==> config.mk <==
export PLATFORM = sky130hd
export DESIGN_NAME = apu_reg_write_arbiter
export DESIGN_NICKNAME = d
export VERILOG_FILES = /design/src/rtl/apu_pkg.sv /design/src/rtl/apu_wr_fifo.sv /design/src/rtl/apu_reg_write_arbiter.sv
export SDC_FILE = /design/constraint.sdc
export NUM_CORES = 1
export LEC_CHECK = 0
export BUFFER_PORTS_ARGS = -buffer_cell sky130_fd_sc_hd__buf_2
export CORE_ASPECT_RATIO = 0.6
export CORE_MARGIN = 3
export CORE_UTILIZATION = 50
export CTS_CLUSTER_DIAMETER = 80
export DETAILED_ROUTE_END_ITERATION = 6
export PLACE_DENSITY = 0.72
export SYNTH_ARGS = -nofsm -noshare
export SYNTH_HDL_FRONTEND = slang
export SYNTH_SLANG_ARGS = --single-unit
==> constraint.sdc <==
create_clock -name clk -period 4.8 [get_ports clk]
set_input_delay 1.2 -clock clk [delete_from_list [all_inputs] [get_ports clk]]
set_output_delay 1.2 -clock clk [all_outputs]
set_load 0.05 [all_outputs]
==> src/rtl/apu_pkg.sv <==
// Shared types and address window for the APU register write path.
// Pure declarations: no logic, no latency, no flow control.
package apu_pkg;

    localparam logic [15:0] APU_REG_FIRST = 16'h4000;
    localparam logic [15:0] APU_REG_LAST  = 16'h4017;

    typedef struct packed {
        logic [15:0] addr;
        logic [7:0]  data;
    } apu_wr_t;

    function automatic logic apu_addr_in_range(input logic [15:0] addr);
        return (addr >= APU_REG_FIRST) && (addr <= APU_REG_LAST);
    endfunction

endpackage

==> src/rtl/apu_wr_fifo.sv <==
// Synchronous FIFO of apu_wr_t; a pushed entry is visible at the head one cycle later.
// Caller must only push when !full and pop when !empty; flush clears pointers and count.
module apu_wr_fifo
    import apu_pkg::*;
#(
    parameter int DEPTH = 8
) (
    input  logic                       clk,
    input  logic                       rst,
    input  logic                       push,
    input  apu_wr_t                    push_dat,
    input  logic                       pop,
    input  logic                       flush,
    output apu_wr_t                    head_dat,
    output logic                       full,
    output logic                       empty,
    output logic [$clog2(DEPTH):0]     count
);

    localparam int AW = $clog2(DEPTH);
    localparam int CW = AW + 1;

    apu_wr_t         mem_q [DEPTH];
    logic [AW-1:0]   wr_ptr_q, wr_ptr_d;
    logic [AW-1:0]   rd_ptr_q, rd_ptr_d;
    logic [CW-1:0]   count_q, count_d;

    always_comb begin
        wr_ptr_d = wr_ptr_q;
        rd_ptr_d = rd_ptr_q;
        count_d  = count_q;
        if (flush) begin
            wr_ptr_d = '0;
            rd_ptr_d = '0;
            count_d  = '0;
        end else begin
            if (push) wr_ptr_d = wr_ptr_q + AW'(1);
            if (pop)  rd_ptr_d = rd_ptr_q + AW'(1);
            count_d = count_q + CW'(push) - CW'(pop);
        end
    end

    always_ff @(posedge clk) begin
        if (rst) begin
            wr_ptr_q <= '0;
            rd_ptr_q <= '0;
            count_q  <= '0;
        end else begin
            wr_ptr_q <= wr_ptr_d;
            rd_ptr_q <= rd_ptr_d;
            count_q  <= count_d;
        end
    end

    // Storage needs no reset: the count gates every read of it.
    always_ff @(posedge clk) begin
        if (push && !flush && !rst) mem_q[wr_ptr_q] <= push_dat;
    end

    assign head_dat = mem_q[rd_ptr_q];
    assign full     = (count_q == CW'(DEPTH));
    assign empty    = (count_q == '0);
    assign count    = count_q;

endmodule

==> src/rtl/apu_reg_write_arbiter.sv <==
// Merges CPU and loader writes onto the APU register bus; CPU wins and passes through in 0 cycles.
// Loader writes queue in a FIFO (ld_ready=0 when full/flush/rst) and drain one per idle cpu_clk_en slot.
module apu_reg_write_arbiter
    import apu_pkg::*;
#(
    parameter int FIFO_DEPTH = 8,
    parameter int CNT_W      = 8
) (
    input  logic                          clk,
    input  logic                          rst,
    input  logic                          cpu_clk_en,
    input  logic [15:0]                   cpu_addr,
    input  logic [7:0]                    cpu_data,
    input  logic                          cpu_en,
    input  logic                          cpu_we,
    input  logic                          ld_valid,
    input  logic [15:0]                   ld_addr,
    input  logic [7:0]                    ld_data,
    output logic                          ld_ready,
    input  logic                          flush,
    output logic [15:0]                   reg_addr,
    output logic [7:0]                    reg_data,
    output logic                          reg_en,
    output logic                          reg_we,
    output logic                          ld_granted,
    output logic [$clog2(FIFO_DEPTH):0]   fifo_count,
    output logic [CNT_W-1:0]              drop_cnt
);

    apu_wr_t        head_dat;
    apu_wr_t        sel_wr;
    logic           fifo_full, fifo_empty;
    logic           cpu_req, fifo_sel, any_sel, in_range, drop;
    logic [CNT_W-1:0] drop_cnt_q, drop_cnt_d;

    assign cpu_req  = cpu_clk_en & cpu_en & cpu_we & ~rst;
    assign fifo_sel = ~cpu_req & cpu_clk_en & ~fifo_empty & ~flush & ~rst;
    assign any_sel  = cpu_req | fifo_sel;
    assign ld_ready = ~fifo_full & ~flush & ~rst;

    always_comb begin
        sel_wr = '0;
        if (cpu_req)       sel_wr = '{addr: cpu_addr, data: cpu_data};
        else if (fifo_sel) sel_wr = head_dat;
    end

    assign in_range = apu_addr_in_range(sel_wr.addr);
    assign drop     = any_sel & ~in_range;

    assign reg_addr   = sel_wr.addr;
    assign reg_data   = sel_wr.data;
    assign reg_en     = any_sel & in_range;
    assign reg_we     = any_sel & in_range;
    assign ld_granted = fifo_sel;

    always_comb begin
        drop_cnt_d = drop_cnt_q;
        if (drop && drop_cnt_q != {CNT_W{1'b1}}) drop_cnt_d = drop_cnt_q + CNT_W'(1);
    end

    always_ff @(posedge clk) begin
        if (rst) drop_cnt_q <= '0;
        else     drop_cnt_q <= drop_cnt_d;
    end

    assign drop_cnt = drop_cnt_q;

    apu_wr_fifo #(.DEPTH(FIFO_DEPTH)) u_fifo (
        .clk      (clk),
        .rst      (rst),
        .push     (ld_valid & ld_ready),
        .push_dat ('{addr: ld_addr, data: ld_data}),
        .pop      (fifo_sel),
        .flush    (flush),
        .head_dat (head_dat),
        .full     (fifo_full),
        .empty    (fifo_empty),
        .count    (fifo_count)
    );

endmodule
# ---- After elaboration in Yosys (flattened, before gate mapping)
# Memories as Yosys holds them, arrays and structs flattened. A register that Yosys moved wholly into a read port is not among the register bits.
# Index checks and enable logic that the tools add are counted.
dict set report totals {
  wordCells 47
  mem_count 1
  out_inout_bits 40
  mem_bits_rw 192
  inputBits 55
  register_bits 18
}
dict set report op_classes {
  eq_ne 2
  order_cmp 2
  n_reduce_logical 8
  n_bitwise 19
  n_mux 6
  add_sub_neg 5
}
# name depth word_bits rd rd_ports_with_merged_regs wr line
set memory_table {}
lappend memory_table {u_fifo.mem_q 8 24 1 1 1 apu_wr_fifo.sv:23} ;# apu_wr_t mem_q [DEPTH];
# op count
set op_table {}
lappend op_table {{24-bit 2-to-1 mux} 2}
lappend op_table {{16-bit by 15-bit >= comparator with 1-bit output, second input constant} 1}
lappend op_table {{16-bit by 15-bit less-or-equal comparator with 1-bit output, second input constant} 1}
lappend op_table {{1-bit AND} 12}
lappend op_table {{8-bit by 1-bit adder with 8-bit output, second input constant} 1}
lappend op_table {{8-bit inequality test, second input constant} 1}
lappend op_table {{3-bit by 1-bit adder with 3-bit output, second input constant} 2}
lappend op_table {{3-bit 2-to-1 mux} 2}
lappend op_table {{1-bit NOT} 6}
lappend op_table {{4-bit by 1-bit adder with 4-bit output} 1}
lappend op_table {{4-bit equality test, second input constant} 1}
lappend op_table {{1-bit logical AND} 4}
lappend op_table {{4-bit logical NOT} 1}
lappend op_table {{4-bit by 1-bit subtractor with 4-bit output} 1}
lappend op_table {{1-bit logical NOT} 2}
lappend op_table {{1-bit 2-to-1 mux} 2}
lappend op_table {{2-bit OR reduction} 1}
lappend op_table {{1-bit OR} 1}

# ---- Logic depth before layout (Yosys ltp)
dict set report depth {
  depth_word 15
  mapped_depth 13
  ltp_nobuf 12
}

# ---- Cells and area by module
# From an unflattened synthesis, not the netlist that was laid out.
dict set report unflattened {
  hier_cells 447
  hier_area_um2 8712.1
}
# mod area_per_inst_um2 cells_each seq_area_each_um2 n_inst
set modules_own_cells {}
lappend modules_own_cells {apu_wr_fifo 7897.6 348 6025.8 1}
lappend modules_own_cells {apu_reg_write_arbiter 814.5 99 160.2 1}

# ---- Least setup slack after synthesis
# Ideal clock, no wire load.
dict set report synth_path {
  kind {input to output}
  startpoint {input port rst}
  endpoint {output port reg_we}
  arrival_ns 4.658
  path_buffers 3
  path_stages 9
  t_required_ns 3.600
  path_slack_ns -1.058
  path_cell_list {buf_4 nor2_2 nand4_1 inv_1 buf_6 a32o_1 or4b_2 nor3_1 buf_4}
}
dict set report synth_between {
  elab_chain_cells 12
  word_cells_on_any_way 14
  classes_between {2 x order compare; 2 x mux; 9 x bitwise; 1 x reduce/logical}
}
# item line
set synth_lines {}
lappend synth_lines {{start: declaration} apu_reg_write_arbiter.sv:10} ;# input logic rst,
lappend synth_lines {{1-bit NOT *} {apu_reg_write_arbiter.sv:36, apu_reg_write_arbiter.sv:37}}
lappend synth_lines {{1-bit AND} apu_reg_write_arbiter.sv:36} ;# assign cpu_req = cpu_clk_en & cpu_en & cpu_we & ~rst;
lappend synth_lines {{1-bit NOT} apu_reg_write_arbiter.sv:37} ;# assign fifo_sel = ~cpu_req & cpu_clk_en & ~fifo_empty & ~flush & ~rst;
lappend synth_lines {{1-bit AND (3 in series)} apu_reg_write_arbiter.sv:37}
lappend synth_lines {{1-bit AND *} apu_reg_write_arbiter.sv:37}
lappend synth_lines {{net ld_granted} apu_reg_write_arbiter.sv:25} ;# output logic ld_granted,
lappend synth_lines {{24-bit 2-to-1 mux *} apu_reg_write_arbiter.sv:44} ;# else if (fifo_sel) sel_wr = head_dat;
lappend synth_lines {{24-bit 2-to-1 mux *} apu_reg_write_arbiter.sv:43} ;# if (cpu_req) sel_wr = '{addr: cpu_addr, data: cpu_data};
lappend synth_lines {{net reg_addr[14]} apu_reg_write_arbiter.sv:21} ;# output logic [15:0] reg_addr,
lappend synth_lines {{16-bit by 15-bit >= comparator with 1-bit output or 16-bit by 15-bit less-or-equal comparator with 1-bit output (tied branches)} apu_pkg.sv:14} ;# return (addr >= APU_REG_FIRST) && (addr <= APU_REG_LAST);
lappend synth_lines {{1-bit logical AND *} apu_pkg.sv:14}
lappend synth_lines {{1-bit AND *} --}
lappend synth_lines {{end: declaration} apu_reg_write_arbiter.sv:24} ;# output logic reg_we,
# Mark *: on every way through the listed nets, which the timed path passes. The rest lies on a longest branch.

==> impl_metrics.yaml <==
clocking:
  post-cts-setup-buffers: 0
  tritoncts_clock_tree: "done"
  root_buffer_master: "sky130_fd_sc_hd__clkbuf_16"
  hold_buffers: 0
  clkLatencyLatePin_ns: 0.49
  htreeDepth: 1
  ctsLongestPathBuffers: 3
  clk_pin_slew_worst_paths_ns: 0.06
  cts_buffers: 20
  post_cts_resized: 0
  clock_sinks: 213
final_layout:
  n_fill_cell: 1201
  layoutNonFillerInstCount: 856
  fin_area_um2: 10200
  num-nets-final: 679
  final_cell_mix: "192 x sky130_fd_sc_hd__edfxtp_1, 94 x sky130_fd_sc_hd__buf_2, 36 x sky130_fd_sc_hd__mux4_2"
  drive_gt1_share_pct: 33.1
  num_antenna_cells: 0
  area_growth_syn_to_layout_pct: 16.6
  final_common_cell: "sky130_fd_sc_hd__edfxtp_1"
placed_design:
  port-buffer-count: 94
  placement.setup.worst_slack_ns: 0.286
  dp_hpwl_um: 12000
  place_area_um2: 9570
  routabilityCongestion: 0.810
  place_inst: 820
global_route:
  globalRouteMet3Util_pct: 3.33
  first_global_vias: 4872
  grt_start_max_net_pins: 28
  track_usage_pct: 20.3
  globalRouteMet2Util_pct: 31.4
  global_route_wire_length_before_repair_um: 29200
  initial_antenna_violation_count: 0
  globalRouteOverflowTotal: 0
  global_route.usage.met1_pct: 30.6
  grt-busiest-layer: "met2"
pwr:
  power.leakage_nw: 3.48
  power_per_cell_area_nw_per_um2: 358
  power.ir.vdd_worst_uv: 229
timing:
  worst_slack_ns: 0.108
  max_freq_mhz: 213
  final_hold_viol_count: 0
  slew-limit-headroom_pct: 41.7
  timing.final.max_slew_violations: 0
  fin_worst_skew_ns: 0.00911
  rsz_0062_raised_after_global_routing: "no"
  tightest_slew_ns: 0.873
  post-route-period-util_pct: 97.8
  timing.setup.tns_ns: 0
  final.min_clock_period_ns: 4.69
  timing.final.setup_violations: 0
job:
  maxCapViolations: 0
floorplan:
  fp-row-count: 36
  chipWidth_um: 177
  floorplan.initialDensity_pct: 52.4
  die-area_um2: 19100
  height_of_the_die_um: 108
  design.core.area_um2: 16700
  pin_count: 95
logic_synthesis:
  synth_seq_cells: 213
  postSynthCellCount: 497
  number_of_flops_mapped_to_enable_cells_by_yosys: 192
  yosys_warnings: 0
  mappedNetlistArea_um2: 8740
  yosys.cell_types.count: 56
  synth_top_flop_cell: "sky130_fd_sc_hd__edfxtp_1"
  avgSynthCellArea_um2: 17.6
  ys_seq_area_share_pct: 70.8
  synthArstFlopShare_pct: 0
  mappedNetlistNets: 562
route:
  wirelength_um: 19300
  drtAntennaViolNets: 0
  initialDrtViolationCount: 449
  vias: 4954
  avgViaCountPerCell: 5.79
  post_drt_wl_per_cell_um: 22.6
  detail_route.first_pass.iterations: 5
  drc: 0
worst_setup_path:
  critPathArrivalTime_ns: 3.49
  timing.critical_path.required_ns: 3.60
  cp_max_fo: 20
  startpoint_type: "flop"
  slowest_stage: "sky130_fd_sc_hd__dfxtp_2"
  path_cells: "mux4_2 > mux2i_1 > nor3_1 > or4b_2 > nor3_4 > buf_2"
  crit_path_end_kind: "output pin"
  cp.buffers_inverters: 1
  criticalPathCategory: "reg -> out"
  critPathMaxStageDelay_ns: 0.76
  cpLargestDelayFamily: "simple AND/OR/NAND/NOR gates"
min_path:
  min_path_type: "reg -> reg"
outcome:
  status: "finished, final reports clean"
[path summary, 6_finish.rpt]
check	start	endpoint	slack, ns	cells after the start
worst max register to register	flop	drop_cnt[1]	1.41	7
worst min-delay path	u_fifo.rd_ptr_q[1]	flop	0.48	2
worst max-delay path	flop	reg_en	0.11	6
worst min register to register	u_fifo.rd_ptr_q[1]	flop	0.48	2
[metrics by stage]
step | hold WS [ns] | utilization [%] | total power, mW
after floorplan | 0.451 | - | 2.12
after global placement | 0.465 | 57.4 | 2.18
after detailed placement | 0.463 | 57.4 | 2.18
after CTS | 0.476 | 61.1 | 3.67
after global routing | 0.522 | 61.1 | 3.76
final | 0.479 | 61.1 | 3.64
[registers in the layout, summed over array words and instances, names as in the netlist, named ones only]
register         cells
u_fifo.mem_q       192
u_fifo.count         4
u_fifo.rd_ptr_q      3
u_fifo.wr_ptr_q      3
drop_cnt             8
[final cells by class]
cell class / instances / area, µm² / share of cell area (%)
flip-flops and latches: 213 / 6190 / 60.8
multi-input cells: 251 / 2400 / 23.5
repair buffers: 119 / 658 / 6.46
clock buffers: 28 / 552 / 5.42
well taps: 228 / 285 / 2.80
clock inverters: 8 / 67.6 / 0.663
inverters: 9 / 33.8 / 0.332
[kinds of logic (layout without fill, tap and decap cells)]
logic type,count (synthesis),count (layout),synth area share (%)
DFF,213,213,70.8
and+or+nand+nor,113,113,7.10
muxes,73,73,13.8
AOI/OAI and AO/OA,50,50,3.92
buffers and inverters,33,164,2.36
adders and majority gates,10,10,1.52
xor gates and xnor gates,5,5,0.501
[worst min-delay path, stage by stage, from the launching register on]
cell	delay [ns]
sky130_fd_sc_hd__dfxtp_1	0.32
sky130_fd_sc_hd__nand3_1	0.06
sky130_fd_sc_hd__nand2_1	0.06
[synth_stat cells (all sizes together), types with 3 or more instances]
cell | count | area share, %
o21ai | 15 | 0.86
clkbuf | 8 | 0.46
mux2i | 34 | 3.9
nand4 | 4 | 0.29
a22oi | 6 | 0.52
ha | 9 | 1.3
dfxtp | 21 | 4.8
nand2b | 8 | 0.66
nor2 | 21 | 1.0
nand2 | 34 | 1.5
or4 | 7 | 0.69
mux4 | 37 | 9.6
a21o | 5 | 0.43
nor3 | 5 | 0.29
inv | 9 | 0.39
o311ai | 4 | 0.40
nor4 | 3 | 0.39
nor2b | 5 | 0.36
o31ai | 3 | 0.26
edfxtp | 192 | 66
and3 | 3 | 0.21
nand3 | 11 | 0.63
a21oi | 6 | 0.34
buf | 16 | 1.5
xor2 | 3 | 0.30
[power by group]
part / switching, mW / internal, mW
clock: 0.639 / 0.860
sequential: 0.00364 / 2.03
combinational: 0.0786 / 0.0369
total: 0.721 / 2.92
[routing by layer]
metal  wire (µm)  vias to the layer above
met5           0                        -
li1            -                     2216
met1        8660                     2527
met4         422                        0
met3        1230                       35
met2        9000                      176
No activity file was read; power rests on OpenSTA's default activity.
